## src/rtl/miriscv_run_ctrl_if.sv

```systemverilog
// ---------------------------------------------------------------------------
// miriscv_run_ctrl_if
//   Per-hart data-memory observation bus feeding the run controller.
//   Each hart contributes one request lane; address and data lanes are packed
//   with hart h occupying bits [32h+31:32h].
//
//   Signals
//     mem_req    NUM_HARTS    per-hart data memory request
//     mem_we     NUM_HARTS    per-hart write enable
//     mem_addr   32*NUM_HARTS per-hart byte address
//     mem_wdata  32*NUM_HARTS per-hart write data
//
//   Modports
//     master  driven by the cores (or a testbench standing in for them)
//     slave   observed by miriscv_run_ctrl
// ---------------------------------------------------------------------------
interface miriscv_run_ctrl_if #(
  parameter int unsigned NUM_HARTS = 1
) ();

  logic [NUM_HARTS-1:0]    mem_req;
  logic [NUM_HARTS-1:0]    mem_we;
  logic [32*NUM_HARTS-1:0] mem_addr;
  logic [32*NUM_HARTS-1:0] mem_wdata;

  modport master (
    output mem_req,
    output mem_we,
    output mem_addr,
    output mem_wdata
  );

  modport slave (
    input mem_req,
    input mem_we,
    input mem_addr,
    input mem_wdata
  );

endinterface

```

## src/rtl/miriscv_run_ctrl.sv

```systemverilog
// ---------------------------------------------------------------------------
// miriscv_run_ctrl
//   Run controller for miriscv_top regressions. Sequences the reset of one or
//   more cores, watches each hart for its store to the tohost word, enforces
//   a cycle watchdog and reports pass/fail together with an exit code.
//
//   Parameters
//     NUM_HARTS       number of monitored cores (>=1)
//     RST_CYCLES      core reset pulse length in cycles (>=1)
//     TIMEOUT_CYCLES  watchdog limit in RUN cycles; 0 disables the watchdog
//     TOHOST_ADDR     byte address of the tohost word
//     CNT_W           width of the RUN cycle counter
//
//   Ports
//     clk_i        clock, all logic on the rising edge
//     rst_i        synchronous reset, active-high
//     start_i      launch a run (honoured in IDLE and DONE only)
//     mem          per-hart memory observation bus (slave modport)
//     core_rst_o   active-high reset to each core (drives ~rst_n_i of hart h)
//     running_o    controller is in RUN
//     done_o       controller is in DONE
//     pass_o       run passed, valid with done_o
//     timeout_o    watchdog expired, valid with done_o
//     hart_done_o  hart h has written tohost during this run
//     exit_code_o  result code, valid with done_o
//     cycle_cnt_o  RUN cycles elapsed (saturating)
//
//   Build option
//     MIRISCV_RUN_CTRL_SIM_FINISH_EN  when defined, prints a one-line result
//     on the cycle done_o rises and calls $finish one cycle later (simulation
//     only). When undefined the block is fully synthesizable and DONE is held
//     until start_i or rst_i.
// ---------------------------------------------------------------------------
module miriscv_run_ctrl #(
  parameter int unsigned NUM_HARTS      = 1,
  parameter int unsigned RST_CYCLES     = 2,
  parameter int unsigned TIMEOUT_CYCLES = 200,
  parameter logic [31:0] TOHOST_ADDR    = 32'h0000_1000,
  parameter int unsigned CNT_W          = 32
) (
  input  logic                    clk_i,
  input  logic                    rst_i,
  input  logic                    start_i,
  miriscv_run_ctrl_if.slave       mem,
  output logic [NUM_HARTS-1:0]    core_rst_o,
  output logic                    running_o,
  output logic                    done_o,
  output logic                    pass_o,
  output logic                    timeout_o,
  output logic [NUM_HARTS-1:0]    hart_done_o,
  output logic [31:0]             exit_code_o,
  output logic [CNT_W-1:0]        cycle_cnt_o
);

  // -------------------------------------------------------------------------
  // Constants
  // -------------------------------------------------------------------------
  localparam int unsigned     RC_W      = (RST_CYCLES > 1) ? $clog2(RST_CYCLES) : 1;
  localparam logic [RC_W-1:0] RC_LAST   = RC_W'(RST_CYCLES - 1);
  localparam logic [CNT_W-1:0] TO_LAST  = CNT_W'(TIMEOUT_CYCLES - 1);
  localparam logic            WDOG_EN   = (TIMEOUT_CYCLES != 0);
  localparam logic [31:0]     CODE_PASS = 32'h1;

  typedef enum logic [1:0] {
    ST_IDLE,
    ST_RESET,
    ST_RUN,
    ST_DONE
  } state_e;

  // -------------------------------------------------------------------------
  // State
  // -------------------------------------------------------------------------
  state_e                      state_q;
  state_e                      state_d;
  logic [RC_W-1:0]             rst_cnt_q;
  logic [CNT_W-1:0]            cycle_cnt_q;
  logic [NUM_HARTS-1:0]        hart_done_q;
  logic [NUM_HARTS-1:0][31:0]  code_q;
  logic                        pass_q;
  logic                        timeout_q;
  logic [31:0]                 exit_code_q;

  // -------------------------------------------------------------------------
  // Combinational helpers
  // -------------------------------------------------------------------------
  logic [NUM_HARTS-1:0]        hit;
  logic [NUM_HARTS-1:0][31:0]  code_nxt;
  logic                        all_done;
  logic                        expire;
  logic                        enter_reset;
  logic [CNT_W-1:0]            cnt_inc;
  logic                        pass_nxt;
  logic [31:0]                 exit_nxt;

  // A tohost hit is a write to TOHOST_ADDR from a hart that has not yet
  // reported this run; only the first one per hart is captured.
  always_comb begin
    hit      = '0;
    code_nxt = code_q;
    for (int unsigned h = 0; h < NUM_HARTS; h++) begin
      hit[h] = (state_q == ST_RUN) && mem.mem_req[h] && mem.mem_we[h] &&
               (mem.mem_addr[32*h +: 32] == TOHOST_ADDR) && !hart_done_q[h];
      if (hit[h]) begin
        code_nxt[h] = mem.mem_wdata[32*h +: 32];
      end
    end
  end

  // Completion counts hits landing this cycle, so the final store moves the
  // FSM to DONE on the same edge that records it. Completion beats expiry.
  assign all_done = &(hart_done_q | hit);
  assign expire   = WDOG_EN && (cycle_cnt_q == TO_LAST) && !all_done;

  assign cnt_inc  = (&cycle_cnt_q) ? cycle_cnt_q : cycle_cnt_q + CNT_W'(1);

  // Verdict computed from the codes as they will be after this edge. The
  // loop walks from the highest hart down so the lowest failing hart wins.
  always_comb begin
    pass_nxt = !expire;
    exit_nxt = '0;
    for (int unsigned i = 0; i < NUM_HARTS; i++) begin
      if (code_nxt[NUM_HARTS-1-i] != CODE_PASS) begin
        pass_nxt = 1'b0;
        exit_nxt = code_nxt[NUM_HARTS-1-i];
      end
    end
    if (expire) begin
      exit_nxt = '1;
    end
  end

  // -------------------------------------------------------------------------
  // FSM
  // -------------------------------------------------------------------------
  always_ff @(posedge clk_i) begin
    if (rst_i) begin
      state_q <= ST_IDLE;
    end else begin
      state_q <= state_d;
    end
  end

  always_comb begin
    state_d = state_q;
    unique case (state_q)
      ST_IDLE:  if (start_i)                state_d = ST_RESET;
      ST_RESET: if (rst_cnt_q == RC_LAST)   state_d = ST_RUN;
      ST_RUN:   if (all_done || expire)     state_d = ST_DONE;
      ST_DONE:  if (start_i)                state_d = ST_RESET;
      default:                              state_d = ST_IDLE;
    endcase
  end

  assign enter_reset = (state_q != ST_RESET) && (state_d == ST_RESET);

  // -------------------------------------------------------------------------
  // Datapath
  // -------------------------------------------------------------------------
  always_ff @(posedge clk_i) begin
    if (rst_i) begin
      rst_cnt_q   <= '0;
      cycle_cnt_q <= '0;
      hart_done_q <= '0;
      code_q      <= '0;
      pass_q      <= 1'b0;
      timeout_q   <= 1'b0;
      exit_code_q <= '0;
    end else if (enter_reset) begin
      rst_cnt_q   <= '0;
      cycle_cnt_q <= '0;
      hart_done_q <= '0;
      code_q      <= '0;
      pass_q      <= 1'b0;
      timeout_q   <= 1'b0;
      exit_code_q <= '0;
    end else begin
      if ((state_q == ST_RESET) && (rst_cnt_q != RC_LAST)) begin
        rst_cnt_q <= rst_cnt_q + RC_W'(1);
      end
      if (state_q == ST_RUN) begin
        cycle_cnt_q <= cnt_inc;
        hart_done_q <= hart_done_q | hit;
        code_q      <= code_nxt;
        if (state_d == ST_DONE) begin
          pass_q      <= pass_nxt;
          timeout_q   <= expire;
          exit_code_q <= exit_nxt;
        end
      end
    end
  end

  // -------------------------------------------------------------------------
  // Outputs
  // -------------------------------------------------------------------------
  assign core_rst_o  = {NUM_HARTS{state_q != ST_RUN}};
  assign running_o   = (state_q == ST_RUN);
  assign done_o      = (state_q == ST_DONE);
  assign pass_o      = pass_q;
  assign timeout_o   = timeout_q;
  assign hart_done_o = hart_done_q;
  assign exit_code_o = exit_code_q;
  assign cycle_cnt_o = cycle_cnt_q;

  // -------------------------------------------------------------------------
  // Optional simulation end-of-run report
  // -------------------------------------------------------------------------
`ifdef MIRISCV_RUN_CTRL_SIM_FINISH_EN
  logic done_seen_q;
  logic finish_q;

  always_ff @(posedge clk_i) begin
    if (rst_i) begin
      done_seen_q <= 1'b0;
      finish_q    <= 1'b0;
    end else begin
      done_seen_q <= done_o;
      finish_q    <= done_o && !done_seen_q;
      if (done_o && !done_seen_q) begin
        $display("RUN_CTRL: %s code=%h cycles=%0d",
                 timeout_q ? "TIMEOUT" : (pass_q ? "PASS" : "FAIL"),
                 exit_code_q, cycle_cnt_q);
      end
      if (finish_q) begin
        $finish;
      end
    end
  end
`else
  // Synthesizable build: DONE is held until start_i or rst_i.
`endif

endmodule

```

## src/flat_wrapper.sv

```systemverilog
// flat-port wrapper written by rule: the top's interface ports become plain ports
module miriscv_run_ctrl_flat 
#(
  parameter int unsigned NUM_HARTS      = 1,
  parameter int unsigned RST_CYCLES     = 2,
  parameter int unsigned TIMEOUT_CYCLES = 200,
  parameter logic [31:0] TOHOST_ADDR    = 32'h0000_1000,
  parameter int unsigned CNT_W          = 32
)
  (clk_i, rst_i, start_i, core_rst_o, running_o, done_o, pass_o, timeout_o, hart_done_o, exit_code_o, cycle_cnt_o, mem_mem_req, mem_mem_we, mem_mem_addr, mem_mem_wdata);
  miriscv_run_ctrl_if #(.NUM_HARTS(NUM_HARTS)) mem_i ();
  input  logic clk_i;
  input  logic rst_i;
  input  logic start_i;
  output logic [NUM_HARTS-1:0] core_rst_o;
  output logic running_o;
  output logic done_o;
  output logic pass_o;
  output logic timeout_o;
  output logic [NUM_HARTS-1:0] hart_done_o;
  output logic [31:0] exit_code_o;
  output logic [CNT_W-1:0] cycle_cnt_o;
  input wire logic [$bits(mem_i.mem_req)-1:0] mem_mem_req;
  input wire logic [$bits(mem_i.mem_we)-1:0] mem_mem_we;
  input wire logic [$bits(mem_i.mem_addr)-1:0] mem_mem_addr;
  input wire logic [$bits(mem_i.mem_wdata)-1:0] mem_mem_wdata;
  assign mem_i.mem_req = mem_mem_req;
  assign mem_i.mem_we = mem_mem_we;
  assign mem_i.mem_addr = mem_mem_addr;
  assign mem_i.mem_wdata = mem_mem_wdata;
  miriscv_run_ctrl #(.NUM_HARTS(NUM_HARTS), .RST_CYCLES(RST_CYCLES), .TIMEOUT_CYCLES(TIMEOUT_CYCLES), .TOHOST_ADDR(TOHOST_ADDR), .CNT_W(CNT_W)) u_core (.clk_i(clk_i), .rst_i(rst_i), .start_i(start_i), .mem(mem_i), .core_rst_o(core_rst_o), .running_o(running_o), .done_o(done_o), .pass_o(pass_o), .timeout_o(timeout_o), .hart_done_o(hart_done_o), .exit_code_o(exit_code_o), .cycle_cnt_o(cycle_cnt_o));
endmodule
```

## config.mk

```make
export PLATFORM = sky130hd
export DESIGN_NAME = miriscv_run_ctrl_flat
export DESIGN_NICKNAME = d
export VERILOG_FILES = /design/src/rtl/miriscv_run_ctrl_if.sv /design/src/rtl/miriscv_run_ctrl.sv /design/src/flat_wrapper.sv
export SDC_FILE = /design/constraint.sdc
export NUM_CORES = 1
export LEC_CHECK = 0
export ABC_AREA = 1
export BUFFER_PORTS_ARGS = -buffer_cell sky130_fd_sc_hd__buf_2
export CAP_MARGIN = 20
export CORE_MARGIN = 10
export CORE_UTILIZATION = 49
export CTS_BUF_LIST = sky130_fd_sc_hd__clkbuf_8
export DETAILED_ROUTE_END_ITERATION = 8
export HOLD_SLACK_MARGIN = 0.08
export PLACE_DENSITY = 0.81
export SYNTH_ARGS = -nofsm -noshare
export SYNTH_HDL_FRONTEND = slang
export SYNTH_SLANG_ARGS = --single-unit
```

## constraint.sdc

```tcl
create_clock -name clk_i -period 2.02 [get_ports clk_i]
set_input_delay 0.101 -clock clk_i [delete_from_list [all_inputs] [get_ports clk_i]]
set_output_delay 0.101 -clock clk_i [all_outputs]
set_load 0.005 [all_outputs]
```

==> reports/metrics.cfg <==
[logic_synthesis]
ys_ff_latch=102
synth.cell_area_sq_mm=0.00514
yosys-top-cells-area=dfxtp_1, nand2_1, inv_1
syn-num-nets=852
synth_top_area_frac=0.397
avgSynthCellArea_sq_um=6.62
yosysTopAreaCell=dfxtp_1
yosysWarnings=0
ys_types=37
syn_inst=777
ys_seq_area_frac=0.397

[clock_tree]
clk_transition_reported_paths_ns=0.11
htreeDepth=3
clock-sinks=102
root_buffer=clkbuf_8
cts_buffers=9
insertion_delay_ns=0.37
tritoncts=done
cts_max_path_buffers=2

[timing]
slew_headroom=0.698
holdWs_ns=0.124
min_period_ns=2.11
post-route-period-util=1.04
rsz0062_at_grt=true
tightest_slew_ns=0.450
hold_viol_final=0
finalSetupViolCount=55
slew_viol_final=0
skew_ns=0.0211
timing.fmax_mhz=474
setup_slack_ns=-0.0901

[detailed_routing]
drtIter0Drc=369
drc_errors=0
drt-total-wl_um=17300
vias_per_cell=5.02
dr.pass1.iters=5
via_count=5815
postRouteAntennaNets=0
wl_per_cell_um=14.9

[global_route]
overflow=0
grt_pass1_wl_um=25200
grt_pass1_vias=5471
grt_antenna_before_repair=0
grtUsageTotal=0.203
grt_max_degree=40

[layout]
final_core_util=0.723
nNetsFinal=1093
final_cells=1159
final_common_cell=nand2_1
finalInstanceArea_sq_mm=0.00743
area.growth.synth_to_final_pct=44.5
seq_area_sq_mm=0.00205
insertedDiodeCount=0
post_route_cells_drive_above_1_share=0.337
final_cell_mix=nand2_1, buf_2, inv_1
multi_input_area_sq_mm=0.00266
fill_cells=801

[critical_path]
end_kind=flop
cp-start-kind=flop
path_class=reg2reg
critPathArrivalTime_ns=2.38
cp_max_fo=9
cp.required_ns=2.29

[power_and_ir_drop]
leakage_uw=0.00379
powerDensity_mw_per_mm2=789
power_frac_comb=0.422
pwr-share-clk=0.207
switching_power_uw=2120
internal_power_uw=3750
seq_power_share=0.371
peakVddDrop_v=0.000592
switching_share=0.361

[place]
place_inst=1120
gp_congestion=0.897
portBuffers=138
dp_hpwl_um=11400
placed_area_sq_mm=0.00663

[floorplan]
core_area_sq_mm=0.0103
die_w_um=122
dieArea_sq_mm=0.0150
die_h_um=122
start_util=0.500
rows=37
io_pins=139

[status]
violations=setup timing
status=finished with violations

[worst_hold_path]
hold_path.class=in2reg

[run]
max-cap-violations=0

metal layers:
metal | vias up | GRT usage | share of wire
met5 | - | 0 | 0
met4 | 0 | 0.0523 | 0.022
met3 | 39 | 0.0569 | 0.094
met2 | 265 | 0.337 | 0.48
met1 | 2617 | 0.252 | 0.41
li1 | 2894 | - | -
synthesized netlist by cell type:
cell type    n
clkbuf_1     6
ha_1         6
xor2_1      11
inv_2        5
a21oi_1     50
nor2_1     105
or2_2        1
nand2_2      3
nand3_1     23
a211oi_1     1
inv_1      134
a21oi_2      2
buf_4        1
nand3b_1     1
nand4_1     33
o21ai_1      6
nand3_2      3
xnor2_1      3
dfxtp_1    102
nand4_4      1
nor3_1      20
o21ai_2      2
o21ai_0     11
buf_2       20
and2_1       1
nor4_4       1
nor2_2       2
nand2_1    205
nor3_2       1
nor2_8       1
buf_6        1
nor3b_2      1
clkinv_1     1
nor4_1       4
a32o_1       1
nor3b_1      5
nor2_4       3
power groups by stage:
| stage | sequential (uW) | combinational [uW] | clock (uW) |
|---|---|---|---|
| after detailed placement | 2210 | 1500 | 0 |
| after global routing | 2190 | 2630 | 1330 |
| after CTS | 2170 | 1670 | 1240 |
| final | 2180 | 2470 | 1210 |
| after global placement | 2210 | 1480 | 0 |
| after floorplan | 2230 | 889 | 0 |
kinds of logic after synthesis:
group | after synthesis | synth area share
simple gates | 414 | 0.359
buf+inv | 168 | 0.130
flops | 102 | 0.397
compound gates | 73 | 0.0754
xor+xnor | 14 | 0.0238
fa+ha+maj | 6 | 0.0146
path summary, 6_finish.rpt:
check,from,endpoint,slack [ns],cells after the start
worst max-delay path,u_core.cycle_cnt_o[1]$_SDFFE_PP0P_,u_core.cycle_cnt_o[30]$_SDFFE_PP0P_,-0.09,15
worst min-delay path,mem_mem_wdata[19],u_core.code_q[19]$_SDFFE_PP0N_,0.12,4
worst max register to register,u_core.cycle_cnt_o[1]$_SDFFE_PP0P_,u_core.cycle_cnt_o[30]$_SDFFE_PP0P_,-0.09,15
worst min register to register,u_core.timeout_o$_SDFFE_PP0P_,u_core.timeout_o$_SDFFE_PP0P_,0.47,2
state kept, by name, summed over array words and instances (netlist names):
register and cells:
u_core.pass_o 1, u_core.rst_cnt_q 1, u_core.timeout_o 1, u_core.exit_code_o 32
u_core.cycle_cnt_o 32, u_core.hart_done_o 1, u_core.code_q 32, u_core.state_q 2
area by class of cell:
class	count	area share
clock inverter	7	0.00775
clock buffer	9	0.0167
timing repair inverter	3	0.00387
inverter	140	0.0731
tap	136	0.0229
sequential	102	0.276
multi-input combinational	507	0.358
timing repair buffer	255	0.242
repair_timing:
item | CTS | global route
cloned | 1 | 7
resized for setup | 15 | 78
hold buffers | 1 | 0
buffers inserted | 1 | 14
setup endpoints to repair | 92 | 93
pin swaps | 5 | 27
endpoints found under the hold margin | 2 | 0
metrics by stage:
| stage | power [uW] | setup slack, ns | TNS, ns |
|---|---|---|---|
| after global routing | 6150 | -0.230 | -13.74 |
| final | 5870 | -0.0901 | -2.42 |
| after global placement | 3700 | -0.121 | -1.55 |
| after detailed placement | 3720 | -0.203 | -4.26 |
| after floorplan | 3120 | 0.0209 | 0 |
| after CTS | 5090 | -0.0404 | -0.0493 |
worst max-delay path, cell delays in order (launching register included):
cell       delay [ns]
dfxtp_2          0.37
ha_4             0.16
nand3_1          0.08
nor2_1           0.16
nand2_1          0.12
nor2_2           0.16
nor2_1           0.05
nand2_1          0.06
nand2_1          0.05
nand2_2          0.08
nand3b_1         0.12
nand2_4          0.13
buf_12           0.14
buf_12           0.11
clkbuf_16        0.15
a21oi_1          0.04
No activity file was read; power rests on OpenSTA's default activity.
